**config.mk**
```make
export PLATFORM = sky130hd
export DESIGN_NAME = bpu_local_btb
export DESIGN_NICKNAME = d
export VERILOG_FILES = /design/src/rtl/bpu_pkg.sv /design/src/rtl/bpu_init_seq.sv /design/src/rtl/bpu_local_btb.sv
export SDC_FILE = /design/constraint.sdc
export NUM_CORES = 2
export LEC_CHECK = 0
export CELL_PAD_IN_SITES_DETAIL_PLACEMENT = 1
export CELL_PAD_IN_SITES_GLOBAL_PLACEMENT = 2
export CORE_ASPECT_RATIO = 1.1
export CORE_MARGIN = 1
export CORE_UTILIZATION = 25
export DETAILED_ROUTE_END_ITERATION = 16
export DONT_BUFFER_PORTS = 1
export GPL_TIMING_DRIVEN = 1
export PLACE_DENSITY = 0.45
export SYNTH_ARGS = -nofsm -noshare
export SYNTH_HDL_FRONTEND = slang
export SYNTH_HIERARCHICAL = 1
export SYNTH_SLANG_ARGS = --single-unit
```
**constraint.sdc**
```tcl
create_clock -name clk -period 6.1 [get_ports clk]
set_input_delay 0.915 -clock clk [delete_from_list [all_inputs] [get_ports clk]]
set_output_delay 0.915 -clock clk [all_outputs]
set_load 0.03 [all_outputs]
```
**src/rtl/bpu_pkg.sv**
```systemverilog
// Shared definitions for the local branch prediction unit.
//   - bpu_state_e : init sweep / normal operation state encoding
//   - clog2       : ceiling log2, never below 1 so derived widths stay legal
//   - ctr_init    : weakly not-taken starting value of a CTR_W-bit counter
//   - ctr_sat_step: one saturating increment/decrement of a counter
package bpu_pkg;

    typedef enum logic {
        ST_INIT = 1'b0,
        ST_RUN  = 1'b1
    } bpu_state_e;

    function automatic int clog2(input int value);
        int r;
        r = 0;
        while ((1 << r) < value) begin
            r = r + 1;
        end
        return (r < 1) ? 1 : r;
    endfunction

    // 2^(ctr_w-1)-1: the highest value whose MSB is still 0.
    function automatic int unsigned ctr_init(input int ctr_w);
        return (32'd1 << (ctr_w - 1)) - 32'd1;
    endfunction

    function automatic int unsigned ctr_sat_step(input int unsigned ctr,
                                                 input logic        up,
                                                 input int          ctr_w);
        int unsigned max_v;
        max_v = (32'd1 << ctr_w) - 32'd1;
        if (up) begin
            return (ctr == max_v) ? ctr : ctr + 32'd1;
        end
        return (ctr == 32'd0) ? ctr : ctr - 32'd1;
    endfunction

endpackage

```
**src/rtl/bpu_init_seq.sv**
```systemverilog
// Post-reset table sweep sequencer.
//   clk, rst     : clock, asynchronous active-high reset
//   init_busy_o  : high while the sweep is in progress (INIT state)
//   init_idx_o   : table index being cleared this cycle
//   ready_o      : high once the sweep has finished (RUN state)
//   state_o      : current FSM state, for observation
// The sweep visits indices 0..DEPTH-1, one per cycle, then stays in RUN
// until the next reset.
module bpu_init_seq
    import bpu_pkg::*;
#(
    parameter int DEPTH = 64,
    parameter int CNT_W = 6
) (
    input  logic             clk,
    input  logic             rst,
    output logic             init_busy_o,
    output logic [CNT_W-1:0] init_idx_o,
    output logic             ready_o,
    output bpu_state_e       state_o
);

    localparam logic [CNT_W-1:0] LAST_IDX = CNT_W'(DEPTH - 1);

    bpu_state_e       state_q, state_d;
    logic [CNT_W-1:0] cnt_q, cnt_d;

    always_ff @(posedge clk or posedge rst) begin
        if (rst) begin
            state_q <= ST_INIT;
            cnt_q   <= '0;
        end else begin
            state_q <= state_d;
            cnt_q   <= cnt_d;
        end
    end

    always_comb begin
        state_d = state_q;
        cnt_d   = cnt_q;
        case (state_q)
            ST_INIT: begin
                if (cnt_q == LAST_IDX) begin
                    state_d = ST_RUN;
                    cnt_d   = '0;
                end else begin
                    cnt_d = cnt_q + CNT_W'(1);
                end
            end
            ST_RUN: begin
            end
            default: begin
                state_d = ST_INIT;
                cnt_d   = '0;
            end
        endcase
    end

    assign init_busy_o = (state_q == ST_INIT);
    assign init_idx_o  = cnt_q;
    assign ready_o     = (state_q == ST_RUN);
    assign state_o     = state_q;

endmodule

```
**src/rtl/bpu_local_btb.sv**
```systemverilog
// Branch prediction unit: direct-mapped tagged BTB plus a PAg local
// predictor (per-branch history table indexing a shared counter table).
//   clk, rst            : clock, asynchronous active-high reset
//   ready_o             : tables initialised, unit accepting traffic
//   lookup_*_i          : one lookup per cycle from the PC controller
//   pred_*_o            : registered prediction, one cycle after lookup
//   upd_*_i             : one resolved-branch update per cycle from execute
// Handshake: lookup_valid_i and upd_valid_i are single-cycle strobes with
// no back-pressure; both are ignored while ready_o is low. pred_valid_o
// pulses for exactly one cycle per accepted lookup; the other pred_*_o
// outputs hold their last value between predictions.
// A lookup and an update in the same cycle: the lookup sees the tables as
// they were before that update.
module bpu_local_btb
    import bpu_pkg::*;
#(
    parameter int PC_W        = 32,
    parameter int BTB_ENTRIES = 64,
    parameter int LHT_ENTRIES = 32,
    parameter int HIST_W      = 4,
    parameter int CTR_W       = 2
) (
    input  logic            clk,
    input  logic            rst,
    output logic            ready_o,
    input  logic            lookup_valid_i,
    input  logic [PC_W-1:0] lookup_pc_i,
    input  logic            lookup_is_cond_i,
    output logic            pred_valid_o,
    output logic            pred_hit_o,
    output logic            pred_taken_o,
    output logic [PC_W-1:0] pred_target_o,
    input  logic            upd_valid_i,
    input  logic [PC_W-1:0] upd_pc_i,
    input  logic            upd_is_cond_i,
    input  logic            upd_taken_i,
    input  logic [PC_W-1:0] upd_target_i
);

    localparam int IDX_W       = clog2(BTB_ENTRIES);
    localparam int TAG_W       = PC_W - IDX_W;
    localparam int LIDX_W      = clog2(LHT_ENTRIES);
    localparam int PHT_ENTRIES = 1 << HIST_W;
    localparam int SWEEP_AB    = (BTB_ENTRIES > LHT_ENTRIES) ? BTB_ENTRIES : LHT_ENTRIES;
    localparam int SWEEP_LEN   = (SWEEP_AB > PHT_ENTRIES) ? SWEEP_AB : PHT_ENTRIES;
    localparam int CNT_W       = clog2(SWEEP_LEN);
    localparam logic [CTR_W-1:0] CTR_INIT = CTR_W'(ctr_init(CTR_W));

    // Tables carry no reset; the init sweep clears them.
    logic              btb_valid_q [BTB_ENTRIES];
    logic [TAG_W-1:0]  btb_tag_q   [BTB_ENTRIES];
    logic [PC_W-1:0]   btb_tgt_q   [BTB_ENTRIES];
    logic [HIST_W-1:0] lht_q       [LHT_ENTRIES];
    logic [CTR_W-1:0]  pht_q       [PHT_ENTRIES];

    logic             pred_valid_q, pred_hit_q, pred_taken_q;
    logic [PC_W-1:0]  pred_target_q;

    logic             init_busy;
    logic [CNT_W-1:0] init_idx;
    bpu_state_e       init_state;
    logic             run;

    bpu_init_seq #(
        .DEPTH (SWEEP_LEN),
        .CNT_W (CNT_W)
    ) u_init_seq (
        .clk         (clk),
        .rst         (rst),
        .init_busy_o (init_busy),
        .init_idx_o  (init_idx),
        .ready_o     (ready_o),
        .state_o     (init_state)
    );

    assign run = (init_state == ST_RUN);

    // Lookup path (reads current table contents, i.e. pre-update).
    logic [IDX_W-1:0]  lk_idx;
    logic [TAG_W-1:0]  lk_tag;
    logic [LIDX_W-1:0] lk_lidx;
    logic [HIST_W-1:0] lk_hist;
    logic              lk_hit, lk_taken;
    logic [PC_W-1:0]   lk_target;

    assign lk_idx    = lookup_pc_i[IDX_W-1:0];
    assign lk_tag    = lookup_pc_i[PC_W-1:IDX_W];
    assign lk_lidx   = lookup_pc_i[LIDX_W-1:0];
    assign lk_hist   = lht_q[lk_lidx];
    assign lk_hit    = btb_valid_q[lk_idx] && (btb_tag_q[lk_idx] == lk_tag);
    assign lk_target = lk_hit ? btb_tgt_q[lk_idx] : '0;
    // Unconditional jumps that hit are always taken; conditionals follow
    // the counter MSB.
    assign lk_taken  = lk_hit && (lookup_is_cond_i ? pht_q[lk_hist][CTR_W-1] : 1'b1);

    always_ff @(posedge clk or posedge rst) begin
        if (rst) begin
            pred_valid_q  <= 1'b0;
            pred_hit_q    <= 1'b0;
            pred_taken_q  <= 1'b0;
            pred_target_q <= '0;
        end else begin
            pred_valid_q <= run && lookup_valid_i;
            if (run && lookup_valid_i) begin
                pred_hit_q    <= lk_hit;
                pred_taken_q  <= lk_taken;
                pred_target_q <= lk_target;
            end
        end
    end

    assign pred_valid_o  = pred_valid_q;
    assign pred_hit_o    = pred_hit_q;
    assign pred_taken_o  = pred_taken_q;
    assign pred_target_o = pred_target_q;

    // Update path.
    logic [IDX_W-1:0]  upd_idx;
    logic [TAG_W-1:0]  upd_tag;
    logic [LIDX_W-1:0] upd_lidx;
    logic [HIST_W-1:0] upd_hist;
    logic [CTR_W-1:0]  upd_ctr_cur, upd_ctr_nxt;

    assign upd_idx     = upd_pc_i[IDX_W-1:0];
    assign upd_tag     = upd_pc_i[PC_W-1:IDX_W];
    assign upd_lidx    = upd_pc_i[LIDX_W-1:0];
    assign upd_hist    = lht_q[upd_lidx];
    assign upd_ctr_cur = pht_q[upd_hist];
    assign upd_ctr_nxt = CTR_W'(ctr_sat_step(32'(upd_ctr_cur), upd_taken_i, CTR_W));

    always_ff @(posedge clk) begin
        if (init_busy) begin
            if (int'(init_idx) < BTB_ENTRIES) begin
                btb_valid_q[init_idx[IDX_W-1:0]] <= 1'b0;
            end
            if (int'(init_idx) < LHT_ENTRIES) begin
                lht_q[init_idx[LIDX_W-1:0]] <= '0;
            end
            if (int'(init_idx) < PHT_ENTRIES) begin
                pht_q[init_idx[HIST_W-1:0]] <= CTR_INIT;
            end
        end else if (run && upd_valid_i) begin
            // Not-taken branches never allocate; a taken one overwrites
            // whatever alias occupies the slot.
            if (upd_taken_i) begin
                btb_valid_q[upd_idx] <= 1'b1;
                btb_tag_q[upd_idx]   <= upd_tag;
                btb_tgt_q[upd_idx]   <= upd_target_i;
            end
            if (upd_is_cond_i) begin
                pht_q[upd_hist] <= upd_ctr_nxt;
                lht_q[upd_lidx] <= {upd_hist[HIST_W-2:0], upd_taken_i};
            end
        end
    end

endmodule

```
After elaboration in Yosys (flattened, before gate mapping)
Memories as Yosys holds them, arrays and structs flattened.
Cells that the tools add are included.
{"block": "classes", "addsub": 3, "order_cmp": 2, "n_eq_ne": 3, "n_mux": 33, "reduce_logical": 8}
{"op": "$mux 32", "count": 1}
{"op": "$eq 26x26->1", "count": 1}
{"op": "$mux 1", "count": 22}
{"op": "$mux 6", "count": 2}
{"op": "$mux 2", "count": 5}
{"op": "$mux 4", "count": 2}
{"op": "$add 6x1->6 const B", "count": 1}
{"op": "$eq 6x6->1 const B", "count": 1}
{"op": "$lt 6x5->1 const B", "count": 1}
{"op": "$lt 6x6->1 const B", "count": 1}
{"op": "$mux 5", "count": 1}
{"op": "$logic_and 1x1->1", "count": 4}
{"op": "$reduce_or 4->1", "count": 1}
{"op": "$add 2x1->2 const B", "count": 1}
{"op": "$eq 2x2->1 const B", "count": 1}
{"op": "$logic_not 2->1", "count": 1}
{"op": "$reduce_or 2->1", "count": 1}
{"op": "$sub 2x1->2 const B", "count": 1}
{"op": "$reduce_or 1->1", "count": 1}
{"block": "totals", "ff_bits": 42, "ramBits": 3936, "in_bits": 103, "output_inout_bits": 36, "elab_cells": 60, "mem_count": 5}
{"memory": "btb_tgt_q", "words": 64, "width": 32, "rd": 1, "rd_ports_with_merged_regs": 0, "write_ports": 1, "line": "bpu_local_btb.sv:52", "rtl": "logic [PC_W-1:0] btb_tgt_q [BTB_ENTRIES];"}
{"memory": "btb_tag_q", "words": 64, "width": 26, "rd": 1, "rd_ports_with_merged_regs": 0, "write_ports": 1, "line": "bpu_local_btb.sv:51", "rtl": "logic [TAG_W-1:0] btb_tag_q [BTB_ENTRIES];"}
{"memory": "lht_q", "words": 32, "width": 4, "rd": 2, "rd_ports_with_merged_regs": 0, "write_ports": 1, "line": "bpu_local_btb.sv:53", "rtl": "logic [HIST_W-1:0] lht_q [LHT_ENTRIES];"}
{"memory": "btb_valid_q", "words": 64, "width": 1, "rd": 1, "rd_ports_with_merged_regs": 0, "write_ports": 1, "line": "bpu_local_btb.sv:50", "rtl": "logic btb_valid_q [BTB_ENTRIES];"}
{"memory": "pht_q", "words": 16, "width": 2, "rd": 2, "rd_ports_with_merged_regs": 0, "write_ports": 1, "line": "bpu_local_btb.sv:54", "rtl": "logic [CTR_W-1:0] pht_q [PHT_ENTRIES];"}

Longest topological paths before layout
An unclocked memory read counts as a cell.
{"block": "depth", "depth_word": 7, "depth_mapped": 19, "ltp_nobuf": 10}

Modules after synthesis
The synthesis kept the hierarchy.
{"mod": "bpu_local_btb", "n_inst": 1, "cells_per_inst": 6857, "area_each_um2": 154340.5, "seq_area_each_um2": 119069.2}
{"mod": "bpu_init_seq", "n_inst": 1, "cells_per_inst": 30, "area_each_um2": 322.8, "seq_area_each_um2": 175.2}

Worst setup path after synthesis
No wires, ideal clock.
{"block": "synth_path", "path_kind": "in2reg", "startpoint": "input upd_taken_i", "endpoint": "memory btb_tag_q[33][0] in the netlist's numbering (enable)", "setup_time_ns": 0.474, "t_arrival_ns": 5.709, "setup_slack_ns": -0.084, "stages": 7, "cell_sequence": "nand3_1 > or2_2 > clkbuf_1 > inv_1 > clkbuf_1 > nand3_1 > nor2_1"}
{"block": "synth_between", "elab_chain_len": 4}
{"item": "start: declaration", "line": "bpu_local_btb.sv:36", "rtl": "input logic upd_taken_i,"}
{"item": "$mux 1", "line": "bpu_local_btb.sv:145", "rtl": "if (upd_taken_i) begin"}
{"item": "$mux 1", "line": "bpu_local_btb.sv:142", "rtl": "end else if (run && upd_valid_i) begin"}
{"item": "$mux 1", "line": "bpu_local_btb.sv:132", "rtl": "if (init_busy) begin"}
{"item": "$mux 1 (implied by the code)", "line": "bpu_local_btb.sv:147", "rtl": "btb_tag_q[upd_idx] <= upd_tag;"}
{"item": "end: declaration", "line": "bpu_local_btb.sv:51"}
No other way between the ends.

Final worst setup path
{"block": "layout_path", "startpoint": "input lookup_pc_i[0]", "endpoint": "register pred_target_q[16], in the netlist pred_target_o[16]"}
{"block": "layout_between", "elab_chain_len": 4, "elab_cells_between_ends": 6, "cone_classes": "eq/ne: 1; mux: 1; reduce/logical: 1; memory: 3"}
{"item": "start: declaration", "line": "bpu_local_btb.sv:27", "rtl": "input logic [PC_W-1:0] lookup_pc_i,"}
{"item": "$mem_v2 64x26"}
{"item": "$eq 26x26->1", "line": "bpu_local_btb.sv:90", "rtl": "assign lk_hit = btb_valid_q[lk_idx] && (btb_tag_q[lk_idx] == lk_tag);"}
{"item": "$logic_and 1x1->1", "line": "bpu_local_btb.sv:90"}
{"item": "$mux 32 (*)", "line": "bpu_local_btb.sv:91", "rtl": "assign lk_target = lk_hit ? btb_tgt_q[lk_idx] : '0;"}
{"item": "end signal: assignment", "line": "bpu_local_btb.sv:107", "rtl": "pred_target_q <= lk_target;"}
{"item": "end: declaration", "line": "bpu_local_btb.sv:57", "rtl": "logic [PC_W-1:0] pred_target_q;"}
Every way passes the cells marked *; elsewhere a longest branch is shown, timed or not.
A chain may end at the register's enable or synchronous reset.

==> metrics.txt <==
status=finished, violations left; layout cells sized above 1=between 20% and 30%; Syn Std Cell Area=roughly 150000 sq um; Leak=about 56 nW; initial antenna violation count=between 50 and 60; clk root buf=clkbuf_16; Slowest-stage cell, CP=mux4_2; Post-CTS Resized=0; Die Wd=751.9 microns; # DRC=0; P&R area growth vs syn=18.44%; area of placed instances=between 150000 and 200000 sq um; Final setup viols=0; gpl congestion=0.7390; gr ovfl total=0; Synth Instances=approximately 7000; total of max-cap violations=0; fin nets=between 7000 and 8000; # H-tree levels=5; die area=slightly above 600000 sq um; Max-slew headroom=-0.5690%; Clock Latency Late Sink=between 1 and 1.5 ns; synth unique cells=84; startpoint types=primary input; Global Route Usage Sum=between 15 and 20%; YS warnings=6; maximum clock insertion buffer count=4; final core occ=about 30%; setup_tns=0 ns; crit-path cells=buf_16, buf_16, buf_16, mux4_2, a22o_1, a221oi_2, xor2_1, mux2i_1, a222oi_1, nand4b_1, nor4_2, buf_4, nand4_4, buf_12, o21ai_1; WL/cell=35.22 microns; IO Pins=between 100 and 150; crit path DAT=about 6.4 ns; Initial Utilization=around a quarter; Post-Syn Area per Cell=around 22 sq um; Seq/Total Area, Yosys=77.10%; row cnt=302; Crit Path Category=in2reg; failing checks=max-slew violations; Post-synth EDFFs=roughly 3900; most frequent CP cell=buf_16; Top FF cell, synth=edfxtp_1; Pwr Total=~60 mW; period utilization=89.37%; RSZ-0062 raised after global routing=false; CTS sink count=between 3000 and 4000; Crit Path Max Fanout=138; crit path time final=approximately 5.5 ns; Min-Delay Path Class=in2reg; core area=between 600000 and 700000 sq um; vias in the first global route=82160; worst-margin pin slew=1.509 ns; antenna-violating nets left=0; Max stage delay on crit path=a little over 0.6 ns; port bufs=0; Final Hold Viols=0; worst clock skew=~0.065 ns; fin area=around 180000 sq um; Fmax=0.1834 GHz; Synth Register Bits=3978; ys async rst share=1.056%; clk slew on worst S/H paths=0.06 ns; hpwl dp=between 200000 and 300000 microns; pwr/cell area=321.1 nW/um^2; TritonCTS clock tree=yes; first-pass GRT wire length=747400 microns; largest net degree at the start of global routing=230; Worst VDD drop=around 250 uV; Worst Path Required=around 7 ns; Post-Synthesis Net Count=roughly 7000; critical path endpoint category=flop; Routed WL=~560000 microns; Vias/cell=around 4.8; FILL cells=61200; DR iter-0 viols=approximately 8000; drt first pass iters=6; post-CTS setup buffers=0; DR vias=76400; Die Y=between 800 and 900 microns; Num CTS Buffers=452; Max Slew Vio Count=9
[sequential cells by signal (all words and copies together), names as in the netlist]
| register | count |
|---|---|
| btb_valid_q | 64 |
| btb_tgt_q | 2048 |
| pred_target_o | 32 |
| pred_taken_o | 1 |
| u_init_seq/init_idx_o | 6 |
| btb_tag_q | 1664 |
| pred_valid_o | 1 |
| pred_hit_o | 1 |
| pht_q | 32 |
| lht_q | 128 |
| u_init_seq/ready_o | 1 |
[cells in the final DEF, fill, tap and decap left out, types with 10 or more instances in the layout]
master / netlist / layout
a211oi_1: 22 / 22
a21oi_1: 76 / 74
a221oi_1: 24 / 24
a22o_1: 17 / 17
a22oi_1: 130 / 130
a31oi_1: 11 / 11
and2_1: 14 / 13
buf_12: 1 / 127
buf_16: 0 / 54
buf_4: 29 / 174
bufinv_16: 0 / 25
clkbuf_1: 128 / 120
clkbuf_16: 0 / 454
clkinv_1: 1 / 120
clkinv_2: 0 / 70
dfrtp_1: 42 / 42
diode_2: 0 / 11
dlygate4sd3_1: 0 / 20
edfxtp_1: 3936 / 3936
inv_1: 12 / 10
mux2_2: 76 / 76
mux2i_1: 314 / 314
mux4_2: 1025 / 1025
nand2_1: 165 / 164
nand2b_1: 15 / 15
nand3_1: 75 / 75
nand3b_1: 13 / 13
nand4_1: 13 / 13
nor2_1: 245 / 175
nor2_4: 0 / 67
nor2b_1: 36 / 29
nor3_1: 15 / 15
o21ai_0: 27 / 27
o21ai_1: 32 / 32
o221ai_1: 11 / 11
o22ai_1: 16 / 16
xnor2_1: 19 / 19
xor2_1: 19 / 18
[synthesized netlist by cell type, types with 22 or more instances]
| cell type | instances | area (sq um) |
|---|---|---|
| edfxtp_1 | 3936 | 118200 |
| mux4_2 | 1025 | 23080 |
| mux2i_1 | 314 | 3143 |
| nor2_1 | 245 | 919.6 |
| nand2_1 | 165 | 619.3 |
| buf_2 | 136 | 680.7 |
| a22oi_1 | 130 | 975.9 |
| clkbuf_1 | 128 | 480.5 |
| a21oi_1 | 76 | 380.4 |
| mux2_2 | 76 | 855.8 |
| nand3_1 | 75 | 375.4 |
| buf_1 | 47 | 176.4 |
| dfrtp_1 | 42 | 1051 |
| nor2b_1 | 36 | 225.2 |
| o21ai_1 | 32 | 160.2 |
| buf_4 | 29 | 217.7 |
| buf_6 | 28 | 315.3 |
| o21ai_0 | 27 | 135.1 |
| a221oi_1 | 24 | 210.2 |
| a211oi_1 | 22 | 165.2 |
[final timing paths]
kind                                                      startpoint  slack [ns]                                   end  cells after the start
worst max-delay path                                  lookup_pc_i[0]        0.65         pred_target_o[16]$_DFFE_PP0P_                     15
worst min-delay path                                  lookup_valid_i        0.16                pred_valid_o$_DFF_PP0_                      2
worst max register to register          u_init_seq/ready_o$_DFF_PP0_        1.84            btb_tgt_q[40][4]$_DFFE_PP_                      7
worst min register to register  u_init_seq/init_idx_o[3]$_DFFE_PP0N_        0.68  u_init_seq/init_idx_o[3]$_DFFE_PP0N_                      1
max in group asynchronous                                        rst        4.41         pred_target_o[13]$_DFFE_PP0P_                      3
min in group asynchronous                                        rst        0.49  u_init_seq/init_idx_o[5]$_DFFE_PP0N_                      2
[per-stage QoR]
step / setup slack, ns / std cells / hold WS (ns)
6_report: 0.6485 / 15940 / 0.1634
5_1_grt: 0.3189 / 15930 / 0.1241
4_1_cts: 0.6516 / 15930 / 0.09493
3_5_place_dp: -0.4551 / 15010 / 0.6728
3_3_place_gp: -0.3085 / 15010 / 0.6367
2_1_floorplan: -0.08351 / 6887 / 0.4855
[critical path: cells and delay by family]
kind            cells  cell delay [ns]
xor+xnor            1             0.20
compound gates      4             1.05
simple gates        3             0.68
mux                 2             0.72
buf+inv             5             1.92
[what timing repair did]
| item | 4_1_cts | 5_1_grt |
|---|---|---|
| setup endpoints to repair | 0 | 0 |
| endpoints found under the hold margin | 3324 | 0 |
| hold buffers | 83 | 0 |
[cell type report]
type	instances	area (sq um)	share of cell area, %
flip-flops and latches	3978	119200	65.09
multi-input cells	2525	34030	18.58
clock buffers	579	11880	6.485
well taps	8208	10270	5.606
repair buffers	375	5535	3.022
clock inverters	250	2145	1.171
inverters	13	53.80	0.02937
diodes	11	27.53	0.01503
[per-layer routing]
metal / track usage [%] / part of all wire (%) / wire length (microns)
met1: 22.58 / 41 / 230600
met2: 30.32 / 50 / 279100
met3: 3.221 / 5.5 / 30880
met4: 6.003 / 3.7 / 20660
met5: 0 / 0.016 / 89
[cells by family (layout without fill, tap and decap cells)]
logic type,count (synthesis),in the layout,share of synthesized area [%]
flip-flops,3978,3978,77.10
multiplexers,1418,1418,17.55
other,0,11,0
adder cells (fa/ha/maj),3,3,0.02103
AND/OR/NAND/NOR,634,634,1.879
buffers and inverters,384,1217,1.273
XOR/XNOR,38,38,0.2152
AO/OA/AOI/OAI,432,432,1.958
[power by group]
| part | internal (mW) | leakage [nW] | switching [mW] |
|---|---|---|---|
| registers | 30.0 | 35.4 | 0 |
| logic | 1.08 | 13.3 | 1.50 |
| clock network | 14.8 | 6.82 | 11.5 |
| total | 45.9 | 55.6 | 13.0 |
Power figures use the tool's default switching activity.
